## src/rtl/mul_pkg.sv

```systemverilog
// Shared definitions for the serial multiplier datapath helpers.
package mul_pkg;

  localparam int MANT_W = 25;

  typedef enum logic [1:0] {
    IDLE = 2'd0,
    BUSY = 2'd1,
    DONE = 2'd2
  } state_t;

endpackage

```

## src/rtl/bu2_serial_cell.sv

```systemverilog
// One bit of the copy-until-first-one, then invert rule for two's complement negation.
module bu2_serial_cell (
  input  logic b,
  input  logic neg,
  input  logic seen_one,
  output logic r,
  output logic seen_one_nxt
);

  assign r            = (neg & seen_one) ? ~b : b;
  assign seen_one_nxt = seen_one | b;

endmodule

```

## src/rtl/bu2_to_sm_serial.sv

```systemverilog
// LSB-first bit-serial two's complement to sign-magnitude decoder, one word in flight.
module bu2_to_sm_serial
  import mul_pkg::*;
#(
  parameter int W  = MANT_W,
  parameter int CW = $clog2(W)
) (
  input  logic         clk,
  input  logic         rst,
  input  logic         in_valid,
  output logic         in_ready,
  input  logic [W-1:0] in_data,
  output logic         out_valid,
  input  logic         out_ready,
  output logic         out_sign,
  output logic [W-1:0] out_mag,
  output logic         out_maxneg
);

  localparam logic [W-1:0] MAXNEG = {1'b1, {(W-1){1'b0}}};

  state_t        state;
  logic [W-1:0]  sr;
  logic [W-1:0]  mag;
  logic [CW-1:0] cnt;
  logic          seen_one;
  logic          sign_q;
  logic          maxneg_q;
  logic          valid_q;
  logic          r;
  logic          seen_one_nxt;
  logic [W-1:0]  mag_nxt;

  bu2_serial_cell u_cell (
    .b            (sr[0]),
    .neg          (sign_q),
    .seen_one     (seen_one),
    .r            (r),
    .seen_one_nxt (seen_one_nxt)
  );

  assign mag_nxt = {r, mag[W-1:1]};

  // The last BUSY edge also latches maxneg from the final magnitude, keeping it registered.
  always_ff @(posedge clk) begin
    if (rst) begin
      state    <= IDLE;
      sr       <= '0;
      mag      <= '0;
      cnt      <= '0;
      seen_one <= 1'b0;
      sign_q   <= 1'b0;
      maxneg_q <= 1'b0;
      valid_q  <= 1'b0;
    end else begin
      case (state)
        IDLE: begin
          if (in_valid) begin
            state    <= BUSY;
            sr       <= in_data;
            sign_q   <= in_data[W-1];
            cnt      <= '0;
            seen_one <= 1'b0;
            mag      <= '0;
          end
        end
        BUSY: begin
          mag      <= mag_nxt;
          sr       <= sr >> 1;
          seen_one <= seen_one_nxt;
          cnt      <= cnt + 1'b1;
          if (cnt == CW'(W-1)) begin
            state    <= DONE;
            valid_q  <= 1'b1;
            maxneg_q <= sign_q && (mag_nxt == MAXNEG);
          end
        end
        DONE: begin
          if (out_ready) begin
            state   <= IDLE;
            valid_q <= 1'b0;
          end
        end
        default: begin
          state   <= IDLE;
          valid_q <= 1'b0;
        end
      endcase
    end
  end

  assign in_ready   = (state == IDLE);
  assign out_valid  = valid_q;
  assign out_sign   = sign_q;
  assign out_mag    = mag;
  assign out_maxneg = maxneg_q;

endmodule

```

## config.mk

```make
export PLATFORM = sky130hd
export DESIGN_NAME = bu2_to_sm_serial
export DESIGN_NICKNAME = d
export VERILOG_FILES = /design/src/rtl/mul_pkg.sv /design/src/rtl/bu2_serial_cell.sv /design/src/rtl/bu2_to_sm_serial.sv
export SDC_FILE = /design/constraint.sdc
export NUM_CORES = 1
export LEC_CHECK = 0
export CORE_MARGIN = 1
export CORE_UTILIZATION = 40
export DETAILED_ROUTE_END_ITERATION = 8
export GPL_TIMING_DRIVEN = 0
export HOLD_SLACK_MARGIN = 0.08
export PLACE_DENSITY_LB_ADDON = 0.2
export SLEW_MARGIN = 20
export SYNTH_ARGS = -nofsm -noshare
export SYNTH_HDL_FRONTEND = slang
export SYNTH_HIERARCHICAL = 1
export SYNTH_SLANG_ARGS = --single-unit
```

## constraint.sdc

```tcl
create_clock -name clk -period 2.5 [get_ports clk]
set_input_delay 0.5 -clock clk [delete_from_list [all_inputs] [get_ports clk]]
set_output_delay 0.5 -clock clk [all_outputs]
set_load 0.01 [all_outputs]
```

Word-level counts from Yosys, hierarchy flattened
Index checks and enable logic that the tools add are counted.
{"block": "word_totals", "register_bits": 61, "input_bits": 29, "out_inout_bits": 29, "word_cells": 44}
{"block": "classes", "n_addsub": 1, "n_eq_ne": 7, "mux": 16, "n_bitwise": 4, "reduce_logical": 8}
{"cell": "25-bit case mux with 2 select lines", "n": 2}
{"cell": "25-bit two-way mux", "n": 2}
{"cell": "25-bit equality test, second input constant", "n": 1}
{"cell": "5-bit case mux with 2 select lines", "n": 1}
{"cell": "2-bit two-way mux", "n": 3}
{"cell": "2-bit inequality test, second input constant", "n": 3}
{"cell": "2-bit case mux with 3 select lines", "n": 1}
{"cell": "2-bit AND reduction", "n": 3}
{"cell": "3-bit AND reduction", "n": 2}
{"cell": "5-bit by 1-bit adder with 5-bit output, second input constant", "n": 1}
{"cell": "5-bit equality test, second input constant", "n": 1}
{"cell": "5-bit two-way mux", "n": 1}
{"cell": "1-bit two-way mux", "n": 4}
{"cell": "1-bit case mux with 3 select lines", "n": 1}
{"cell": "2-bit by 1-bit equality test with 1-bit output, second input constant", "n": 1}
{"cell": "2-bit equality test, second input constant", "n": 1}
{"cell": "2-bit zero test", "n": 1}
{"cell": "1-bit inverter", "n": 2}
{"cell": "1-bit case mux with 2 select lines", "n": 1}
{"cell": "2-bit nonzero test", "n": 1}
{"cell": "1-bit AND", "n": 1}
{"cell": "1-bit logical AND", "n": 1}
{"cell": "1-bit OR", "n": 1}

Longest topological paths before layout
Gate-level depths: netlist (run 1).
{"block": "logic_depth", "word_depth": 4, "depth_mapped": 6}

By module
The synthesis (run 1) kept the hierarchy.
{"module": "bu2_to_sm_serial", "instances": 1, "cells_each": 288, "area_per_inst_um2": 2534.9}
{"module": "bu2_serial_cell", "instances": 1, "cells_each": 3, "area_per_inst_um2": 18.8}

Worst setup path before layout (run 1)
Ideal clock, no wire load.
{"block": "synth_timing", "path_type": "input -> register", "start": "input port in_valid", "end": "register mag[11] (netlist: out_mag[11])", "setup_ns": 0.128, "arrival_time_ns": 1.205, "path_slack_ns": 1.168, "path_stages": 6, "path_buffers": 2, "path_cell_list": "nor2_1 or2_0 buf_2 buf_6 a22oi_1 nor2_1"}
{"block": "synth_via", "elab_chain_len": 2}
{"item": "start, declared", "line": "bu2_to_sm_serial.sv:10", "text": "input logic in_valid,"}
{"item": "2-bit inequality test (no source line)"}
{"item": "2-bit AND reduction (no source line)"}
{"item": "end signal, assigned", "line": "bu2_to_sm_serial.sv:68", "text": "mag <= mag_nxt;"}
{"item": "end, declared", "line": "bu2_to_sm_serial.sv:24", "text": "logic [W-1:0] mag;"}
Every way passes these cells.
A chain may end at the register's enable or synchronous reset.

Worst setup path after layout (run 1)
{"block": "layout_timing", "start": "register state[1]", "end": "output port in_ready"}
{"block": "layout_via", "elab_chain_len": 1}
{"item": "start, declared", "line": "bu2_to_sm_serial.sv:22", "text": "state_t state;"}
{"item": "start signal, assigned", "line": "bu2_to_sm_serial.sv:47", "text": "state <= IDLE;"}
{"item": "start signal, assigned", "line": "bu2_to_sm_serial.sv:59", "text": "state <= BUSY;"}
{"item": "start signal, assigned", "line": "bu2_to_sm_serial.sv:73", "text": "state <= DONE;"}
{"item": "2-bit zero test", "line": "bu2_to_sm_serial.sv:92", "text": "assign in_ready = (state == IDLE);"}
{"item": "end, declared", "line": "bu2_to_sm_serial.sv:11", "text": "output logic in_ready,"}
Every way passes these cells.

==> metrics, run 1 <==
HP Class register to register; Compound-Gate Fraction of Synth Area 0.220; H-tree depth 3; final setup violation count 0; ys flop type dfxtp_1; register area share after synthesis 0.478; Die Area 6710 um^2; min Tclk post-route 2040 ps; simple-gate share of the synthesized area 0.222; routed via count 2323; setup TNS 0 ps; WL/cell 13.4 um; Crit Path Class register to output pin; Synth Instances 291; Initial DRC Count 99; most common library cell in the layout ignoring fill and taps nor2_1; vias in the first global route 2124; core footprint 6030 um^2; Syn. warnings 6; Cell Area, Synth 2550 um^2; GP Congestion 0.747; CTS tree done; top cell type's share of synthesized area 0.478; PD cells 683 nW/um^2; Final nets 389; Synth Area in Adders 0.00980; fmax 489 MHz; post-route antenna net violation count 0; startpoint types register; FF+latch count, synth 61; Slew HR 0.606; Port Buffers 56; RSZ-0062 raised after global routing no; Crit path required time 2000 ps; CP Capture Type output pin; dominant cell type by area after synthesis dfxtp_1; share of cells above drive strength 1 0.127; Mapped Nets 322; total grt overflow 0; HPWL after DPL 4.10 mm; routed wire length 5.85 mm; pin count of the biggest net entering global routing 13; Slew Viols, Final 0; Clock Pin Slew Worst Setup and Hold Paths 80 ps; # resized after CTS 0; final hold vios 0; post-CTS setup buffers 0; TritonCTS buffer count 9; Synth area leaders dfxtp_1 48%, nor2_1 9.1%, nand2_1 8.2%; Yosys cell types 32; Std-Cell Rows 28; Peak VDD IR 0.444 mV; Worst-Skew Late Latency 340 ps; Tot GR Track Use 0.194; status finished clean; Antenna diodes 0; die height 81.9 um; critical path fanouts, max 7; Post-Synth XOR/XNOR Area 0.00343; clock buffer depth 2; Async SR Flop Fraction 0; Final period util 0.818; Crit path arrival time 1540 ps; Worst Clk Skew 10.3 ps; main combinational cell family by area after synthesis simple AND/OR/NAND/NOR gates; CTS Hold Bufs 0; most frequent cells in the layout 62 x nor2_1, 61 x dfxtp_1, 56 x nand2_1, 56 x clkdlybuf4s50_1, 27 x a22oi_1; global-route wire length before repair 9.78 mm; Die W 81.9 um; fin util 0.573; Avg Vias per Cell 5.30; Root Driver clkbuf_8; mux share of post-synthesis cell area 0.00392; Initial Utilization 0.424; P_leak 1.28 nW; Slew @ Worst Pin 592 ps; # IOs 58; Avg Inst Size Synth 8.78 um^2; number of max-cap violations 0; Layout area overhead 35.3%; number of enable flip-flop cells after synthesis 0; Tot Pwr 2.36 mW; First-pass DRT Iterations 4; Clock Sinks 61; initial antenna violation count 0; # DRC 0
worst max-delay path, cell delays in order, from the launching register on:
cell and delay, ps:
dfxtp_1 380, nor2_1 240, clkdlybuf4s50_1 580
through the flow:
stage | setup slack, ps | hold WS [ps] | cell area (um^2) | std cells
floorplan | 1170 | 454 | 2550 | 291
global placement | 521 | 462 | 3210 | 422
detailed placement | 482 | 468 | 3210 | 422
CTS | 431 | 478 | 3450 | 438
global route | 344 | 500 | 3450 | 438
finish | 456 | 476 | 3450 | 438
cell type report:
class / count / area, um^2
plain buffers: 25 / 153
clock inverters: 7 / 123
fillers: 583 / 2570
multi-input cells: 203 / 1170
clock buffers: 9 / 124
flip-flops and latches: 61 / 1220
well taps: 75 / 93.8
inverters: 2 / 7.51
repair buffers: 56 / 561
cells in the mapped netlist, types with 3 or more instances:
master / number
clkbuf_1: 8
dfxtp_1: 61
nand3_1: 3
nand2_1: 56
a311oi_2: 10
buf_6: 4
a22oi_1: 27
nor2_1: 62
a21oi_1: 4
buf_2: 8
nor4_1: 4
buf_4: 5
a311oi_1: 16
where the power goes:
part	switching, mW	internal, mW	leakage (nW)
sequential	0.0243	1.01	0.498
clock	0.413	0.667	0.116
combinational	0.129	0.114	0.665
path summary, 6_finish.rpt:
kind                            startpoint         end  slack, ps  cells past startpoint
worst min register to register       sr[9]       sr[8]        480                      2
worst max-delay path              state[1]    in_ready        460                      2
worst min-delay path                 sr[9]       sr[8]        480                      2
worst max register to register    out_sign  out_maxneg       1030                      5
layer usage:
| metal | GRT usage | share of wire | vias up |
|---|---|---|---|
| met5 | 0 | 0 | - |
| met4 | 0.0579 | 0.012 | 0 |
| met3 | 0.0667 | 0.040 | 9 |
| met2 | 0.299 | 0.47 | 39 |
| met1 | 0.255 | 0.48 | 1106 |
| li1 | - | - | 1169 |
sequential cells by signal, indices dropped and copies added (netlist names):
signal / count
seen_one: 1
state: 2
sr: 25
out_sign: 1
out_mag: 25
cnt: 5
out_valid: 1
out_maxneg: 1
cell families after synthesis:
family,count (synthesis)
compound gates,62
xor+xnor,1
fa+ha+maj,2
buf+inv,27
flops,61
mux,1
simple gates,137
Power figures use the tool's default switching activity.
==> inputs of run 2 (changes only) <==
- clock period: 2.5 -> 2.1 ns (I/O delays scaled with it)
==> results of run 2 <==
The final DEF is identical to that of run 1. Status: finished clean.
Among the figures that moved: setup slack after placement 482 ps -> 162 ps; setup slack after layout 456 ps -> 136 ps; register-to-register setup slack 1030 ps -> 630 ps; total power 2.36 mW -> 2.81 mW; worst IR drop on VDD 0.444 mV -> 0.529 mV
